File: src/rtl/mcd212_pkg.sv
// Shared types and lane helpers for the MCD212 CPU-side bus master.
package mcd212_pkg;

   localparam int BUS_ADDR_W = 23;

   typedef enum logic [1:0] {
      OK         = 2'd0,
      MISALIGNED = 2'd1,
      TIMEOUT    = 2'd2
   } bus_status_t;

   typedef enum logic [2:0] {
      S_IDLE,
      S_ADDR,
      S_WAIT,
      S_RECOVER,
      S_RESP
   } bus_master_state_t;

   // {uds, lds}: uds is the even (upper) byte, lds the odd (lower) byte.
   function automatic logic [1:0] lane_strobes(input logic is_byte, input logic a0);
      return {(!is_byte || !a0), (!is_byte || a0)};
   endfunction

   // Byte writes take the lane picked by a0 and drive it on both halves of the bus.
   function automatic logic [15:0] write_lanes(input logic [15:0] wdata,
                                               input logic is_byte, input logic a0);
      logic [7:0] b;
      b = a0 ? wdata[7:0] : wdata[15:8];
      return is_byte ? {b, b} : wdata;
   endfunction

   // Byte reads are right-justified and zero-extended.
   function automatic logic [15:0] read_extract(input logic [15:0] din,
                                                input logic is_byte, input logic a0);
      if (!is_byte)
         return din;
      return a0 ? {8'h00, din[7:0]} : {8'h00, din[15:8]};
   endfunction

   function automatic logic [7:0] sat_inc8(input logic [7:0] v);
      return (v == 8'hFF) ? v : v + 8'd1;
   endfunction

endpackage

File: src/rtl/cpu_bus_master.sv
// Single-beat bus initiator for the MCD212 CPU-side bus: one request in flight,
// honours bus_ack wait states, times out, and idles the bus between accesses.
module cpu_bus_master
   import mcd212_pkg::*;
#(
   parameter int TIMEOUT_CYCLES = 64,
   parameter int IDLE_CYCLES    = 1
) (
   input  logic                  clk,
   input  logic                  reset_n,
   input  logic                  req_valid,
   output logic                  req_ready,
   input  logic [BUS_ADDR_W-1:0] req_addr,
   input  logic                  req_write,
   input  logic                  req_byte,
   input  logic [15:0]           req_wdata,
   output logic                  rsp_valid,
   input  logic                  rsp_ready,
   output logic [15:0]           rsp_rdata,
   output logic [1:0]            rsp_status,
   output logic [21:0]           cpu_address,
   output logic [15:0]           cpu_dout,
   input  logic [15:0]           cpu_din,
   output logic                  cpu_uds,
   output logic                  cpu_lds,
   output logic                  cpu_write_strobe,
   output logic                  cs,
   input  logic                  cpu_bus_ack
);

   // Last count value of each timed state; the counter is 8 bits and saturates.
   localparam logic [7:0] TO_LAST   = 8'(TIMEOUT_CYCLES - 1);
   localparam logic [7:0] IDLE_LAST = 8'(IDLE_CYCLES - 1);

   bus_master_state_t state;
   logic [7:0]        cnt;
   logic              write_q;
   logic              byte_q;
   logic              a0_q;

   // Bus cycle sequencer; every bus and response output is registered here.
   always_ff @(posedge clk or negedge reset_n) begin
      if (!reset_n) begin
         state            <= S_IDLE;
         cnt              <= '0;
         write_q          <= 1'b0;
         byte_q           <= 1'b0;
         a0_q             <= 1'b0;
         req_ready        <= 1'b1;
         rsp_valid        <= 1'b0;
         rsp_rdata        <= '0;
         rsp_status       <= OK;
         cpu_address      <= '0;
         cpu_dout         <= '0;
         cpu_uds          <= 1'b0;
         cpu_lds          <= 1'b0;
         cpu_write_strobe <= 1'b0;
         cs               <= 1'b0;
      end else begin
         case (state)
            S_IDLE: begin
               if (req_valid) begin
                  write_q   <= req_write;
                  byte_q    <= req_byte;
                  a0_q      <= req_addr[0];
                  cnt       <= '0;
                  req_ready <= 1'b0;
                  rsp_rdata <= '0;
                  if (!req_byte && req_addr[0]) begin
                     // Odd word address: answer at once, never touch the bus.
                     rsp_status <= MISALIGNED;
                     rsp_valid  <= 1'b1;
                     state      <= S_RESP;
                  end else begin
                     rsp_status           <= OK;
                     cs                   <= 1'b1;
                     cpu_address          <= req_addr[22:1];
                     {cpu_uds, cpu_lds}   <= lane_strobes(req_byte, req_addr[0]);
                     cpu_write_strobe     <= req_write;
                     cpu_dout             <= write_lanes(req_wdata, req_byte, req_addr[0]);
                     state                <= S_ADDR;
                  end
               end
            end
            S_ADDR: begin
               // bus_ack is not meaningful yet: the responder registers its read data.
               cnt   <= '0;
               state <= S_WAIT;
            end
            S_WAIT: begin
               if (cpu_bus_ack || cnt >= TO_LAST) begin
                  if (!cpu_bus_ack) begin
                     rsp_status <= TIMEOUT;
                     rsp_rdata  <= '0;
                  end else if (!write_q) begin
                     rsp_rdata <= read_extract(cpu_din, byte_q, a0_q);
                  end
                  cs               <= 1'b0;
                  cpu_uds          <= 1'b0;
                  cpu_lds          <= 1'b0;
                  cpu_write_strobe <= 1'b0;
                  cnt              <= '0;
                  state            <= S_RECOVER;
               end else begin
                  cnt <= sat_inc8(cnt);
               end
            end
            S_RECOVER: begin
               // Quiet bus lets the responder clear its one-shot wait-state flag.
               if (cnt >= IDLE_LAST) begin
                  rsp_valid <= 1'b1;
                  state     <= S_RESP;
               end else begin
                  cnt <= sat_inc8(cnt);
               end
            end
            S_RESP: begin
               if (rsp_ready) begin
                  rsp_valid <= 1'b0;
                  req_ready <= 1'b1;
                  state     <= S_IDLE;
               end
            end
            default: begin
               state <= S_IDLE;
            end
         endcase
      end
   end

endmodule

File: config.mk
export PLATFORM = sky130hd
export DESIGN_NAME = cpu_bus_master
export DESIGN_NICKNAME = d
export VERILOG_FILES = /design/src/rtl/mcd212_pkg.sv /design/src/rtl/cpu_bus_master.sv
export SDC_FILE = /design/constraint.sdc
export NUM_CORES = 1
export LEC_CHECK = 0
export ABC_AREA = 0
export CORE_UTILIZATION = 45
export CTS_CLUSTER_SIZE = 16
export DETAILED_ROUTE_END_ITERATION = 10
export MAX_ROUTING_LAYER = met4
export PLACE_DENSITY = 0.8
export SYNTH_ARGS = -nofsm -noshare
export SYNTH_HDL_FRONTEND = slang
export SYNTH_SLANG_ARGS = --single-unit
File: constraint.sdc
create_clock -name clk -period 2.4 [get_ports clk]
set_input_delay 0.24 -clock clk [delete_from_list [all_inputs] [get_ports clk]]
set_output_delay 0.24 -clock clk [all_outputs]
set_load 0.02 [all_outputs]
## Yosys cells after proc, flatten, opt, wreduce, memory -nomap -nowiden

Index checks and enable logic that the tools add are counted.

| cells by class | value |
|---|---|
| $lt $le $gt $ge | 2 |
| bitwise logic cells | 1 |
| add/sub/neg operators | 1 |
| equality and inequality tests | 14 |
| multiplexer cells | 52 |
| reduce and logical (&&, ||, !) cells | 20 |

Operators by type and width:

| cell | number |
|---|---|
| 16-bit two-way mux | 7 |
| 8-bit two-way mux | 6 |
| 16-bit one-hot mux with 2 select lines | 1 |
| 8-bit one-hot mux with 4 select lines | 1 |
| 1-bit two-way mux | 21 |
| 2-bit != test, second input constant | 8 |
| 4-bit AND reduction | 4 |
| 3-bit two-way mux | 5 |
| 3-bit one-hot mux with 5 select lines | 1 |
| 1-bit one-hot mux with 2 select lines | 5 |
| 3-bit AND reduction | 3 |
| 8-bit by 1-bit adder with 8-bit output, second input constant | 1 |
| 8-bit equality test, second input constant | 1 |
| 8-bit by 1-bit >= comparator with 1-bit output, second input constant | 1 |
| 8-bit by 6-bit >= comparator with 1-bit output, second input constant | 1 |
| 3-bit by 2-bit equality test with 1-bit output, second input constant | 2 |
| 2-bit two-way mux | 3 |
| 5-bit AND reduction | 1 |
| 2-bit one-hot mux with 2 select lines | 1 |
| 2-bit nonzero test | 2 |
| 4-bit nonzero test | 1 |
| 3-bit by 1-bit equality test with 1-bit output, second input constant | 1 |
| 3-bit equality test, second input constant | 1 |
| 3-bit logical NOT | 1 |
| other kinds (8) | 11 |

| storage, ports and cells | value |
|---|---|
| register bits after elaboration | 76 |
| word-level logic and storage cells | 105 |
| input port bits | 62 |
| output and inout port bits | 62 |

## Longest topological paths before layout

Gate-level depths: netlist of the first run.

| logic depth | value |
|---|---|
| depth in word-level cells | 10 |
| depth in mapped cells | 6 |
| gate-level depth less buffers | 5 |

## Worst setup path before layout of the first run

Ideal clock, no wire load.

| timing path | value |
|---|---|
| path type | reg2reg |
| start point | reg cnt[0] |
| end point | reg cpu_lds |
| arrival time | 1618 ps |
| required time | 2279 ps |
| buffers on the path | 0 |
| stages on the path, launching flop included | 6 |
| setup slack | 661 ps |
| clock period less this slack | 1739 ps |
| library setup time | 121 ps |
| cell sequence | dfrtp_1 > ha_1 > nand3_2 > o21a_4 > or4_4 > a22o_1 |

| between the ends | value |
|---|---|
| longest elaborated chain between the ends | 4 |

Ends and longest elaborated chain:

| what | line | source |
|---|---|---|
| start: declaration | cpu_bus_master.sv:36 | `logic [7:0] cnt;` |
| start signal: assignment | cpu_bus_master.sv:105 | `cnt <= sat_inc8(cnt);` |
| start signal: assignment | cpu_bus_master.sv:114 | `cnt <= sat_inc8(cnt);` |
| 8-bit by 6-bit >= comparator with 1-bit output | cpu_bus_master.sv:91 | `if (cpu_bus_ack \|\| cnt >= TO_LAST) begin` |
| 1-bit logical OR | cpu_bus_master.sv:91 |  |
| 2-bit != test (no line) | n/a |  |
| 4-bit AND reduction (no line) | n/a |  |
| end signal: assignment | cpu_bus_master.sv:78 | `{cpu_uds, cpu_lds} <= lane_strobes(req_byte, req_addr[0]);` |
| end: declaration | cpu_bus_master.sv:25 | `output logic cpu_lds,` |

Every way passes these cells.
A chain may end at the register's enable or synchronous reset.

## Worst setup path after layout of the first run

| timing path | value |
|---|---|
| start point | reg state[1] |
| end point | reg cnt[5] |

| between the ends | value |
|---|---|
| longest elaborated chain between the ends | 3 |
| elaborated cells on any way between the ends | 9 |
| those cells by class | 5 x eq/ne; 1 x mux; 3 x reduce/logical |

Ends and longest elaborated chain:

| what | line | source |
|---|---|---|
| start: declaration | cpu_bus_master.sv:35 | `bus_master_state_t state;` |
| start signal: assignment | cpu_bus_master.sv:44 | `state <= S_IDLE;` |
| start signal: assignment | cpu_bus_master.sv:73 | `state <= S_RESP;` |
| start signal: assignment | cpu_bus_master.sv:81 | `state <= S_ADDR;` |
| 3-bit by 2-bit equality test with 1-bit output (tied with other cells) | cpu_bus_master.sv:60 | `case (state)` |
| 4-bit nonzero test (no line) / 2-bit != test (equally long branches) | n/a |  |
| 3-bit AND reduction (no line) | n/a |  |

Several ways; a longest one is shown, not always the timed one.

==> results.md, run 1 <==
* RR Startpoint: state[1]
* Total Routed Length at 7802 µm
* Post-synthesis sequential area ratio at 54.77%
* Area Overhead vs Synth at 45.41%
* Commonest cells in the netlist: 75 x dfrtp_1, 41 x nand2_1, 32 x mux2i_1, 28 x mux2_1, 19 x o21ai_1
* CTS Root Cell: clkbuf_8
* Async set-reset flop share out of synthesis at 100.0%
* Comb power frac at 46.1%
* Global route total overflow at 0
* Number of hold violations in the final report at 0
* Worst-Margin Slew at 637.3 ps
* GRT Util Overall at 21.19%
* Top-area cell type share of the netlist area at 54.02%
* Cell with the most instances after synthesis: dfrtp_1
* Overall via count from detail_route at 2642
* Post-synth top area cell: dfrtp_1
* EDFF count, synth at 0
* Fmax at 500.0 MHz
* Critical Path AT at 2270 ps
* Leak at 2.294 nW
* Resize count post-CTS at 0
* Die Ht at 89.87 µm
* Synth Net Count at 354
* Starting Density at 47.15%
* Largest net degree at the start of global routing at 51
* Reg2reg end: cnt[5]
* Final setup fails at 0
* Worst Reg2Reg Path Length in Cells at 4
* Max_cap viols at 0
* Internal at 0.003865 W
* Syn Area/Cell at 11.94 µm²
* Synthesized area at 3475 µm²
* DRT Pass-1 Iters at 4
* Tot Pwr at 0.006088 W
* Rows at 31
* Initial antenna violation count at 0
* Setup ws final at 400.2 ps
* Synth unique cells at 50
* Sequential share of power at 34.9%
* Clock Sinks at 76
* Layout Nets at 483
* Hold slack final at 448.6 ps
* Num CTS Buffers at 9
* Clock slew seen by the registers of the worst setup and hold paths at 80 ps
* Layout cells sized above 1 at 9.176%
* Tightest Hold Check Type: in -> async
* Setup bufs post-CTS at 0
* Vias in the first global route at 2766
* CTS Buffer Depth at 2
* Clock period minus worst slack at 2000 ps
* Post-layout util at 68.56%
* Worst slack, placed at 303.8 ps
* Ys flop type: dfrtp_1
* DP Wirelength at 5561 µm
* Core ar. at 7370 µm²
* Top cells by area, synth: dfrtp_1 54%, mux2i_1 9.2%, mux2_1 9.1%
* Starting DRT DRC Count at 68
* R2R Setup Slk at 400 ps
* Ports at 124
* Slew Viols, Final at 0
* TritonCTS clock tree: built
* Mapped Cells at 291
* Clock skew at 11.99 ps
* Relative slew margins at 57.52%
* DR vias/cell at 5.042
* PortBufs at 123
* Post-synthesis register bit count at 76
* Sw frac at 36.51%
* Status: finished, final reports clean
* CP max FO at 14
* WL/cell at 14.89 µm
* Global-route wire length before repair at 13290 µm
* Final period util at 83.33%
* ANT cells at 0
* CP required at 2670 ps
* Worst IR Drop VDD at 0.7139 mV
* Clock power share at 19.0%
* Setup TNS at 0 ps
* Latest clock arrival within the worst-skew pair at 350 ps
* DRC at 0
* Die area at 8077 µm²
* Critical path endpoint category: flip-flop
* Die X at 89.87 µm
* CP Launch Type: flip-flop
* NetSw at 0.002223 W
* Power Density at 1205 nW/µm²
* H-tree level count at 3
* Yosys Warn Count at 0
* RSZ-0062 raised after global routing: false
* DRT antenna net count at 0
* Critical path class: reg -> reg
* Placer Congestion at 0.7877
==> sequential cells by signal, indices dropped and copies added (netlist names) <==
name / flops
a0_q: 1
cpu_lds: 1
rsp_status: 2
cpu_uds: 1
state: 3
cpu_dout: 16
cpu_write_strobe: 1
cs: 1
byte_q: 1
req_ready: 1
rsp_rdata: 16
rsp_valid: 1
cnt: 8
write_q: 1
cpu_address: 22
==> how the worst max path moves through the flow <==
| stage | from | end | slack, ps | depth (start not counted) |
|---|---|---|---|---|
| final | state[1] | cnt[5] | 400 | 4 |
| after global routing | state[1] | cnt[5] | 310 | 4 |
| after CTS | state[1] | cnt[5] | 420 | 4 |
| after detailed placement | cpu_bus_ack | cnt[5] | 300 | 5 |
| after global placement | cpu_bus_ack | cnt[5] | 400 | 5 |
| after floorplan | cnt[0] | cpu_lds | 660 | 5 |
==> worst max-delay path: stages (launching register included) <==
cell and delay, ps:
dfrtp_1 680, nor4b_4 420, o211ai_4 170, or4_1 500, o21ai_1 140
==> per-layer routing <==
layer	vias up	global-route usage, %	share of wire [%]
li1	1275	-	-
met1	1247	27.22	45
met2	111	31.35	44
met3	9	7.191	9.6
met4	0	7.661	0.88
met5	-	-	0
==> cells in the final DEF (no fill, tap or decap), types with 2 or more instances in the layout <==
master	synthesis	routed
mux2_1	28	28
clkdlybuf4s50_1	0	122
clkinv_2	0	2
nand2b_1	3	3
buf_4	1	6
a21oi_1	6	6
nand3_1	3	3
dfrtp_1	75	75
nand2_4	2	2
bufinv_16	0	3
a21o_1	2	2
nand2_1	41	41
nor2_1	13	13
nor2b_1	2	2
a22o_1	3	3
clkbuf_1	5	2
mux2_4	2	2
o21ai_1	19	19
mux2i_1	32	32
and2_1	2	2
inv_1	11	11
clkbuf_8	0	9
o21ai_0	5	5
or3_1	2	2
nor4b_4	2	2
==> power groups by stage <==
stage	logic (W)	registers [W]	clock network, W
2_1_floorplan	0.00112	0.00260	0
3_3_place_gp	0.00278	0.00212	0
3_5_place_dp	0.00283	0.00215	0
4_1_cts	0.00284	0.00213	0.00117
5_1_grt	0.00302	0.00220	0.00122
6_report	0.00281	0.00213	0.00115
==> final cells by class <==
class / instances / area (µm²)
inverters: 11 / 41.29
flip-flops and latches: 76 / 1903
multi-input cells: 192 / 1456
well taps: 99 / 123.9
clock buffers: 11 / 131.4
clock inverters: 5 / 100.1
repair buffers: 130 / 1296
fillers: 569 / 2317
==> repair_timing <==
action / 4_1_cts / 5_1_grt
endpoints found under the setup margin: 0 / 0
hold buffers: 1 / 0
endpoints found under the hold margin: 49 / 0
==> cell families (layout without fill, tap and decap cells) <==
logic type      count (synthesis)  in the layout  share of synthesized area (%)
flops                          76             76                          54.77
xor+xnor                        1              1                         0.2521
mux                            62             62                          19.16
compound gates                 49             49                          9.723
simple gates                   79             79                          12.42
buf+inv                        23            157                          3.313
fa+ha+maj                       1              1                         0.3600
==> per-stage QoR <==
stage | cells | instance area, µm²
after floorplan | 291 | 3475
after global placement | 507 | 4811
after detailed placement | 507 | 4811
after CTS | 524 | 5052
after global routing | 524 | 5052
final | 524 | 5052
Note: power is estimated with default switching activity, not from simulation.
==> run 2, diff against run 1 <==
Settings changed: CORE_UTILIZATION 45 to 41, PLACE_DENSITY 0.8 to 0.77.
Clock period 2.4 ns to 1.8 ns, I/O delays scaled along.
==> run 2 against run 1 <==
Effect of this change: routed wire length is 2.4% higher; critical path depth is 1 higher; critical endpoint is now cpu_lds; cell count is 4.8% higher; largest cell class unchanged; via count is 2.5% higher; global-route usage is 0.77 points lower.
==> results.md, run 2 (same netlist as run 1, synthesis figures left out) <==
* Clock Sinks at 76 (unchanged)
* Crit path from: cnt[1]
* Post-layout util at 63.15% (-5.4 points)
* DRC at 0 (unchanged)
* Global route total overflow at 0 (unchanged)
* PortBufs at 123 (unchanged)
* Delay-heaviest family, CP: simple AND/OR/NAND/NOR gates
* Total Routed Length at 7986 µm (+2.4%)
* Leak at 2.369 nW (+3.3%)
* WL/cell at 14.55 µm (-2.3%)
* Worst slack, placed at -77.81 ps (-381.6 ps)
* Layout Nets at 502 (+3.9%)
* DRT antenna net count at 0 (unchanged)
* RSZ-0062 raised after global routing: true
* Ports at 124 (unchanged)
* Clock skew at 7.036 ps (-4.953 ps)
* CTS Root Cell: clkbuf_8
* Layout fillers at 665 (+17%)
* Critical path class: reg -> reg
* Vias in the first global route at 2835 (+2.5%)
* DRT met1 WL at 3530 µm (-0.40%)
* Cell count along the critical path at 5 (+1)
* Overall via count from detail_route at 2709 (+2.5%)
* Worst-Margin Slew at 634.2 ps (-3.040 ps)
* End point of the critical path: cpu_lds
* RR Startpoint: cnt[1]
* Latest clock arrival within the worst-skew pair at 350 ps (about the same)
* Worst IR Drop VDD at 0.9656 mV (+35%)
* CTS Buffer Depth at 2 (unchanged)
* Worst Reg2Reg Path Length in Cells at 5 (+1)
* Global-route wire length before repair at 13250 µm (-0.31%)
* Worst path cell trace: ha_2, nand3_2, o21a_4, or4_4, a22o_1
* Met3 wire length at 714 µm (-4.7%)
* Critical Path AT at 2010 ps (-260 ps)
* Starting Density at 42.29% (-4.9 points)
* CP max FO at 5 (-9)
* ANT cells at 0 (unchanged)
* NetSw at 0.003030 W (+36%)
* TritonCTS clock tree: built
* Status: finished, final reports clean
* Placed cell area at 4959 µm² (+3.1%)
* Max_cap viols at 0 (unchanged)
* Tightest Hold Check Type: in -> async
* Clock slew seen by the registers of the worst setup and hold paths at 80 ps (about the same)
* Clock period minus worst slack at 1768 ps (-232.1 ps)
* Area Overhead vs Synth at 49.33%
* Relative slew margins at 57.46% (about the same)
* Fmax at 565.7 MHz (+13%)
* GRT Util Overall at 20.42% (-0.77 points)
* DRT Pass-1 Iters at 4 (unchanged)
* R2R Setup Slk at 30 ps (-370 ps)
* Reg2reg end: cpu_lds
* Power Density at 1555 nW/µm² (+29%)
* DP Wirelength at 5857 µm (+5.3%)
* Die area at 8846 µm² (+9.5%)
* Core ar. at 8217 µm² (+11%)
* Final period util at 98.21% (+15 points)
* Multi-input gate area at 1459 µm² (+0.17%)
* Initial antenna violation count at 0 (unchanged)
* Commonest non-fill, non-tap cell in the layout: clkdlybuf4s50_1
* Reg area at 1904 µm² (about the same)
* Routed wl met2 at 3616 µm (+5.1%)
* Largest net degree at the start of global routing at 40 (-22%)
* Slew Viols, Final at 0 (unchanged)
* H-tree level count at 3 (unchanged)
* Fin area at 5189 µm² (+2.7%)
* Critical path endpoint category: flip-flop
* Sw frac at 37.56% (+1.0 points)
* Slowest-stage cell, CP: or4_4
* Die Ht at 94.06 µm (+4.7%)
* Sequential share of power at 34.8% (about the same)
* Setup ws final at 32.27 ps (-367.9 ps)
* Regs by FF count: cpu_address (22), cpu_dout (16), rsp_rdata (16)
* CP required at 2040 ps (-630 ps)
* Layout cells sized above 1 at 13.96% (+4.8 points)
* CP Launch Type: flip-flop
* Buf+Inv Stages, Crit Path at 0 (unchanged)
* DR vias/cell at 4.934 (-2.1%)
* Max reg flops at 22 (unchanged)
* Number of hold violations in the final report at 0 (unchanged)
* Final setup fails at 0 (unchanged)
* Num CTS Buffers at 9 (unchanged)
* Starting DRT DRC Count at 67 (-1.5%)
* Rows at 33 (+6.5%)
* Placer Congestion at 0.7944 (+0.85%)
* Top reg by flops: cpu_address
* Clock power share at 16.4% (-2.6 points)
* Internal at 0.005037 W (+30%)
* Top Layer Used: met4
* Most frequent cells in the layout: 122 x clkdlybuf4s50_1, 74 x dfrtp_1, 41 x nand2_1
* CP max stage delay at 530 ps (-150 ps)
* Comb power frac at 48.8% (+2.7 points)
* Die X at 94.06 µm (+4.7%)
-- run 2: changes by cell type in the layout (fill, tap and decap cells not counted), sizes merged --
cell,previous run,this run
bufinv,3,1
clkinvlp,0,2
clkbuf,11,10
clkinv,2,3
buf,7,26
-- run 2: worst reg2reg max path, delay by kind of cell, from the launching register on --
| kind | cells | cell delay (ps) |
|---|---|---|
| fa+ha+maj | 1 | 210 |
| flops | 1 | 390 |
| simple gates | 2 | 620 |
| compound gates | 2 | 440 |
-- run 2: worst min-delay path by stage --
stage,slack [ps],to,cells after the start
CTS,220,cpu_address[3],2
finish,220,cpu_address[3],2
global route,250,cpu_address[3],2
global placement,60,cpu_address[19],1
floorplan,-120,a0_q,0
detailed placement,60,cpu_address[3],1
-- run 2: metrics by stage --
step	total power [W]	cells	hold slack, ps	TNS, ps
after floorplan	0.004969	291	-115.6	0
after global placement	0.006693	530	58.70	-50.62
after detailed placement	0.006774	530	60.97	-759.2
after CTS	0.008130	547	219.1	0
after global routing	0.008565	549	245.0	-62.35
final	0.008066	549	219.7	0
-- run 2: final cells by class --
cell class | instances | area share (%)
Clock buffer | 10 | 2.653
Clock inverter | 6 | 1.230
Inverter | 11 | 0.7958
Multi-Input combinational cell | 192 | 28.12
Sequential cell | 76 | 36.70
Tap cell | 105 | 2.532
Timing Repair Buffer | 149 | 27.97
-- run 2: power groups by stage --
stage,clock (W),sequential (W),combinational [W]
floorplan,0,0.00347,0.00150
global placement,0,0.00281,0.00388
detailed placement,0,0.00284,0.00394
CTS,0.00136,0.00281,0.00396
global route,0.00143,0.00289,0.00424
finish,0.00132,0.00281,0.00393
-- run 2: repair_timing --
action / 4_1_cts / 5_1_grt
endpoints found under the hold margin: 53 / 0
gates resized for setup: 0 / 2
setup buffers: 0 / 2
hold buffers: 1 / 0
setup endpoints to repair: 0 / 5
-- run 2: metal layers --
metal,track usage (%),vias to the layer above
met4,7.308,0
li1,-,1310
met2,31.39,98
met5,-,-
met1,24.75,1292
met3,7.443,9
